===== config.mk =====
export PLATFORM = sky130hd
export DESIGN_NAME = dbg_log_arb
export DESIGN_NICKNAME = d
export VERILOG_FILES = /design/src/rtl/dbg_guv_pkg.sv /design/src/rtl/dbg_log_arb_skid.sv /design/src/rtl/dbg_log_arb.sv
export SDC_FILE = /design/constraint.sdc
export NUM_CORES = 1
export LEC_CHECK = 0
export ABC_CLOCK_PERIOD_IN_PS = 3800
export CAP_MARGIN = 40
export CORE_ASPECT_RATIO = 1.25
export CORE_MARGIN = 1
export CORE_UTILIZATION = 44
export DETAILED_ROUTE_END_ITERATION = 16
export MAX_ROUTING_LAYER = met4
export PLACE_DENSITY_LB_ADDON = 0.12
export SYNTH_ARGS = -nofsm -noshare
export SYNTH_HDL_FRONTEND = slang
export SYNTH_HIERARCHICAL = 1
export SYNTH_SLANG_ARGS = --single-unit

===== constraint.sdc =====
create_clock -name clk -period 3.8 [get_ports clk]
set_clock_uncertainty 0.15 [all_clocks]
set_input_delay 0.76 -clock clk [delete_from_list [all_inputs] [get_ports clk]]
set_output_delay 0.76 -clock clk [all_outputs]
set_load 0.02 [all_outputs]

===== src/rtl/dbg_guv_pkg.sv =====
// Shared widths, helpers and skid entry type for the dbg_guv log path.
package dbg_guv_pkg;

    localparam int DATA_WIDTH = 32;
    localparam int DEST_WIDTH = 16;
    localparam int ID_WIDTH   = 16;

    function automatic int log_width(int dw, int dstw, int idw);
        return dw + dw / 8 + 1 + dstw + idw;
    endfunction

    localparam int LOG_WIDTH_DEF = log_width(DATA_WIDTH, DEST_WIDTH, ID_WIDTH);

    function automatic int src_w(int n);
        return (n < 2) ? 1 : $clog2(n);
    endfunction

    typedef struct packed {
        logic valid;
        logic last;
    } skid_ctl_t;

endpackage


===== src/rtl/dbg_log_arb_skid.sv =====
// Two-entry registered skid buffer: A drives the output, B absorbs one
// flit after downstream stalls.
module dbg_log_arb_skid
    import dbg_guv_pkg::*;
#(
    parameter int W = 8
) (
    input  logic         clk,
    input  logic         rst,
    input  logic         push,
    input  logic [W-1:0] push_data,
    input  logic         push_last,
    output logic         ready,
    output logic [W-1:0] out_data,
    output logic         out_valid,
    output logic         out_last,
    input  logic         out_ready
);

    skid_ctl_t    a_ctl;
    skid_ctl_t    b_ctl;
    logic [W-1:0] a_data;
    logic [W-1:0] b_data;
    logic         drain;

    assign drain = a_ctl.valid & out_ready;
    assign ready = ~b_ctl.valid;

    // push is only ever asserted while B is empty
    always_ff @(posedge clk or negedge rst) begin
        if (!rst) begin
            a_ctl  <= '0;
            b_ctl  <= '0;
            a_data <= '0;
            b_data <= '0;
        end else if (push && (!a_ctl.valid || drain)) begin
            a_data <= push_data;
            a_ctl  <= '{valid: 1'b1, last: push_last};
        end else if (push) begin
            b_data <= push_data;
            b_ctl  <= '{valid: 1'b1, last: push_last};
        end else if (drain) begin
            a_data <= b_data;
            a_ctl  <= b_ctl;
            b_ctl  <= '0;
        end
    end

    assign out_data  = a_data;
    assign out_valid = a_ctl.valid;
    assign out_last  = a_ctl.last;

endmodule


===== src/rtl/dbg_log_arb.sv =====
// Packet-aware round-robin merge of N dbg_guv log streams into one output.
// DBG_LOG_ARB_SRC_TAG_EN prepends the source index to out_TDATA.
module dbg_log_arb
    import dbg_guv_pkg::*;
#(
    parameter int N_INPUTS    = 4,
    parameter int LOG_WIDTH   = LOG_WIDTH_DEF,
    parameter bit PACKET_MODE = 1'b1,
    localparam int SRC_W      = src_w(N_INPUTS),
`ifdef DBG_LOG_ARB_SRC_TAG_EN
    localparam int OUT_W      = LOG_WIDTH + SRC_W
`else
    localparam int OUT_W      = LOG_WIDTH
`endif
) (
    input  logic                          clk,
    input  logic                          rst,
    input  logic [N_INPUTS*LOG_WIDTH-1:0] in_TDATA,
    input  logic [N_INPUTS-1:0]           in_TVALID,
    output logic [N_INPUTS-1:0]           in_TREADY,
    input  logic [N_INPUTS-1:0]           in_TLAST,
    output logic [OUT_W-1:0]              out_TDATA,
    output logic                          out_TVALID,
    input  logic                          out_TREADY,
    output logic                          out_TLAST,
    output logic                          locked,
    output logic [SRC_W-1:0]              grant
);

    logic [SRC_W-1:0]     rr_ptr;
    logic [SRC_W-1:0]     sel;
    logic [SRC_W-1:0]     nxt;
    logic [SRC_W-1:0]     idx;
    logic                 has_sel;
    logic                 skid_ready;
    logic                 xfer;
    logic                 last_in;
    logic [LOG_WIDTH-1:0] flit;
    logic [OUT_W-1:0]     push_data;
    int                   t;

    // descending scan so the closest valid source after rr_ptr wins
    always_comb begin
        sel     = '0;
        has_sel = 1'b0;
        idx     = '0;
        t       = 0;
        if (locked) begin
            sel     = grant;
            has_sel = in_TVALID[grant];
        end else begin
            for (int k = N_INPUTS - 1; k >= 0; k--) begin
                t = int'(rr_ptr) + k;
                if (t >= N_INPUTS) t = t - N_INPUTS;
                idx = SRC_W'(t);
                if (in_TVALID[idx]) begin
                    sel     = idx;
                    has_sel = 1'b1;
                end
            end
        end
    end

    always_comb begin
        flit = '0;
        for (int i = 0; i < N_INPUTS; i++) begin
            if (sel == SRC_W'(i)) flit = in_TDATA[i*LOG_WIDTH +: LOG_WIDTH];
        end
    end

    assign last_in = in_TLAST[sel];
    assign xfer    = has_sel & skid_ready & rst;
    assign nxt     = (sel == SRC_W'(N_INPUTS - 1)) ? '0 : sel + SRC_W'(1);

    always_comb begin
        in_TREADY = '0;
        if (xfer) in_TREADY[sel] = 1'b1;
    end

    always_ff @(posedge clk or negedge rst) begin
        if (!rst) begin
            rr_ptr <= '0;
            locked <= 1'b0;
            grant  <= '0;
        end else if (xfer) begin
            grant <= sel;
            if (PACKET_MODE && !last_in) begin
                locked <= 1'b1;
            end else begin
                locked <= 1'b0;
                rr_ptr <= nxt;
            end
        end
    end

`ifdef DBG_LOG_ARB_SRC_TAG_EN
    assign push_data = {sel, flit};
`else
    assign push_data = flit;
`endif

    dbg_log_arb_skid #(
        .W(OUT_W)
    ) u_skid (
        .clk       (clk),
        .rst       (rst),
        .push      (xfer),
        .push_data (push_data),
        .push_last (last_in),
        .ready     (skid_ready),
        .out_data  (out_TDATA),
        .out_valid (out_TVALID),
        .out_last  (out_TLAST),
        .out_ready (out_TREADY)
    );

endmodule


==> out/metrics.cfg <==
[status]
status=finished clean

[clock_network]
htreeDepth=4
clock_latency_ps=420
cts.sinks=147
clk_pin_slew_worst_paths_ps=60
tritoncts=yes
cts_buffer_depth=2
cts_buffers=17
cts_root_buf=clkbuf_16
post_cts_buffers=0

[timing]
drv_slew=0
fin_crit_sh_pct=96.2
fmax_mhz=274
slew_headroom_pct=41.7
fin_crit_ps=3660
finalSetupTns_ps=0
final_hold_viol_count=0
final.setup.worst_slack_ps=144
tightest_slew_ps=875
rsz0062_at_grt=no
setup_viol=0
hold_ws_ps=142

[die]
die_width_um=128
rows=57
ios=365
die-area_mm2=0.0203
initial_core_util_pct=44.8
die_y_um=159
coreArea_mm2=0.0194

[logic_synthesis]
synth_mux_area_share_pct=10.1
synth_top_family_by_area=compound AO/OA/AOI/OAI gates
synth_top_area_share_pct=42.3
async_flop_share_pct=100
synth-seq-cells=147
ys_seq_area_share_pct=42.3
syn_nets=1303
yosysMostFrequentCell=dfrtp_1
syn_area_per_cell_um2=8.60
synthAdderAreaFrac_pct=0.575
yosys-top-cells-count=dfrtp_1 (147), nand2_1 (146), nand3_1 (140)
ys_warn_count=6
synth_compound_area_share_pct=23.1
synth_edf_count=0
yosysTopAreaCell=dfrtp_1
syn_inst=1012
ys_types=39
synth-simple-area-share_pct=18.9
synth-xor-area-share_pct=0
yosys-top-cells-area=dfrtp_1 (42%), nand3_1 (8.1%), mux2_2 (7.9%)
syn-cell-area_mm2=0.00870
synth_top_flop_cell=dfrtp_1

[detailed_routing]
wl_um=30500
via_per_inst=5.66
vias=9209
routedWlPerCell_um=18.8
ant_nets=0
drt_pass1_iterations=5
drt_iter0_drc=504
drc=0

[grt]
grt_max_degree=75
grt_pass1_vias=9015
grt_use_total_pct=31.2
overflow=0
grt_pass1_wl_um=48400
antenna_found_initial=2

[setup_path]
start_kind=input port
crit_path_end_kind=primary output
crit_arrival_ps=2750
crit_type=input port to primary output
cp.required_ps=2890
path_max_fanout=7

[placed_design]
port_buffers=364
place_congestion=0.916
dp_slack_ps=-220
place_hpwl_um=21100

[worst_hold_path]
min_path_type=input port to async pin

[power]
powerDensity_mw_per_mm2=300
ir_drop_mv=0.305
power.leakage_nw=5.89

[job]
cap_violations=0

[final_layout]
layout-drive-gt1-share_pct=12.8
syn_to_final_growth_pct=56.1
nets=1638

-- worst max-delay path, stage by stage --
cell	delay, ps
clkdlybuf4s50_1	490
or4_1	550
a21oi_1	260
a211oi_4	120
and2_1	230
dlygate4sd2_1	330
-- placed cells by master, fill, tap and decap left out, drive strengths merged, types with 2 or more instances in the layout --
| cell type | count |
|---|---|
| and2 | 8 |
| o21a | 2 |
| clkinv | 5 |
| dlygate4sd2 | 4 |
| buf | 54 |
| clkinvlp | 3 |
| ha | 4 |
| o221ai | 2 |
| nand3 | 140 |
| clkdlybuf4s50 | 358 |
| nor2b | 3 |
| nand2 | 147 |
| clkbuf | 19 |
| nand2b | 3 |
| mux2 | 73 |
| o21ai | 76 |
| a32oi | 70 |
| diode | 2 |
| a21oi | 74 |
| bufinv | 3 |
| a22oi | 69 |
| nor2 | 72 |
| inv | 9 |
| dfrtp | 147 |
| o22a | 2 |
-- final timing paths --
path / cells past startpoint / slack (ps) / to / from
min reg2reg: 1 / 360 / u_skid/b_data[22] / u_skid/b_data[22]
min: 2 / 140 / grant[0] / rst
max in group asynchronous: 5 / 2030 / u_skid/out_data[37] / rst
max: 6 / 140 / in_TREADY[3] / in_TVALID[3]
min in group clk: 1 / 360 / u_skid/b_data[22] / u_skid/b_data[22]
max reg2reg: 14 / 700 / u_skid/b_data[19] / rr_ptr[1]
-- area by class of cell --
cell class	instances	area, µm²
Multi-Input combinational cell	757	4650
Inverter	7	26.3
Tap cell	265	332
Sequential cell	147	3680
Fill cell	1624	5820
Timing Repair Buffer	417	4260
Clock buffer	19	453
Clock inverter	13	176
Antenna cell	2	5.00
-- cell families after synthesis --
family / count (synthesis)
simple gates: 377
compound gates: 302
flops: 147
buf+inv: 108
mux: 74
fa+ha+maj: 4
-- state kept, by name, indices dropped and copies added (netlist names) --
| name | count |
|---|---|
| u_skid/b_data | 69 |
| u_skid/out_data | 69 |
| grant | 2 |
| rr_ptr | 2 |
| u_skid/b_ctl | 2 |
| locked | 1 |
| u_skid/out_last | 1 |
| u_skid/out_valid | 1 |
-- stage by stage --
stage	area (µm²)	cells	total power, mW	utilization [%]
floorplan	8700	1012	1.85	-
global placement	12900	1591	2.31	66.5
detailed placement	12900	1593	2.33	66.7
CTS	13600	1625	4.10	70.0
global route	13600	1627	4.23	70.0
finish	13600	1627	4.07	70.0
-- layer usage --
metal | track usage [%] | vias to the layer above | part of all wire, %
met1 | 36.8 | 4432 | 40
met4 | 9.20 | 0 | 2.1
met5 | - | - | 0
li1 | - | 4395 | -
met2 | 52.7 | 340 | 51
met3 | 7.33 | 42 | 6.6
-- power breakdown --
part / internal, mW / switching (mW) / total (mW)
clock network: 1.08 / 0.697 / 1.78
logic: 0.419 / 0.311 / 0.730
registers: 1.56 / 0 / 1.56
total: 3.06 / 1.01 / 4.07
-- what timing repair did --
action,CTS,global route
hold buffers,0,0
setup endpoints to repair,4,4
resized for setup,6,2
Note: power is estimated with default switching activity, not from simulation.
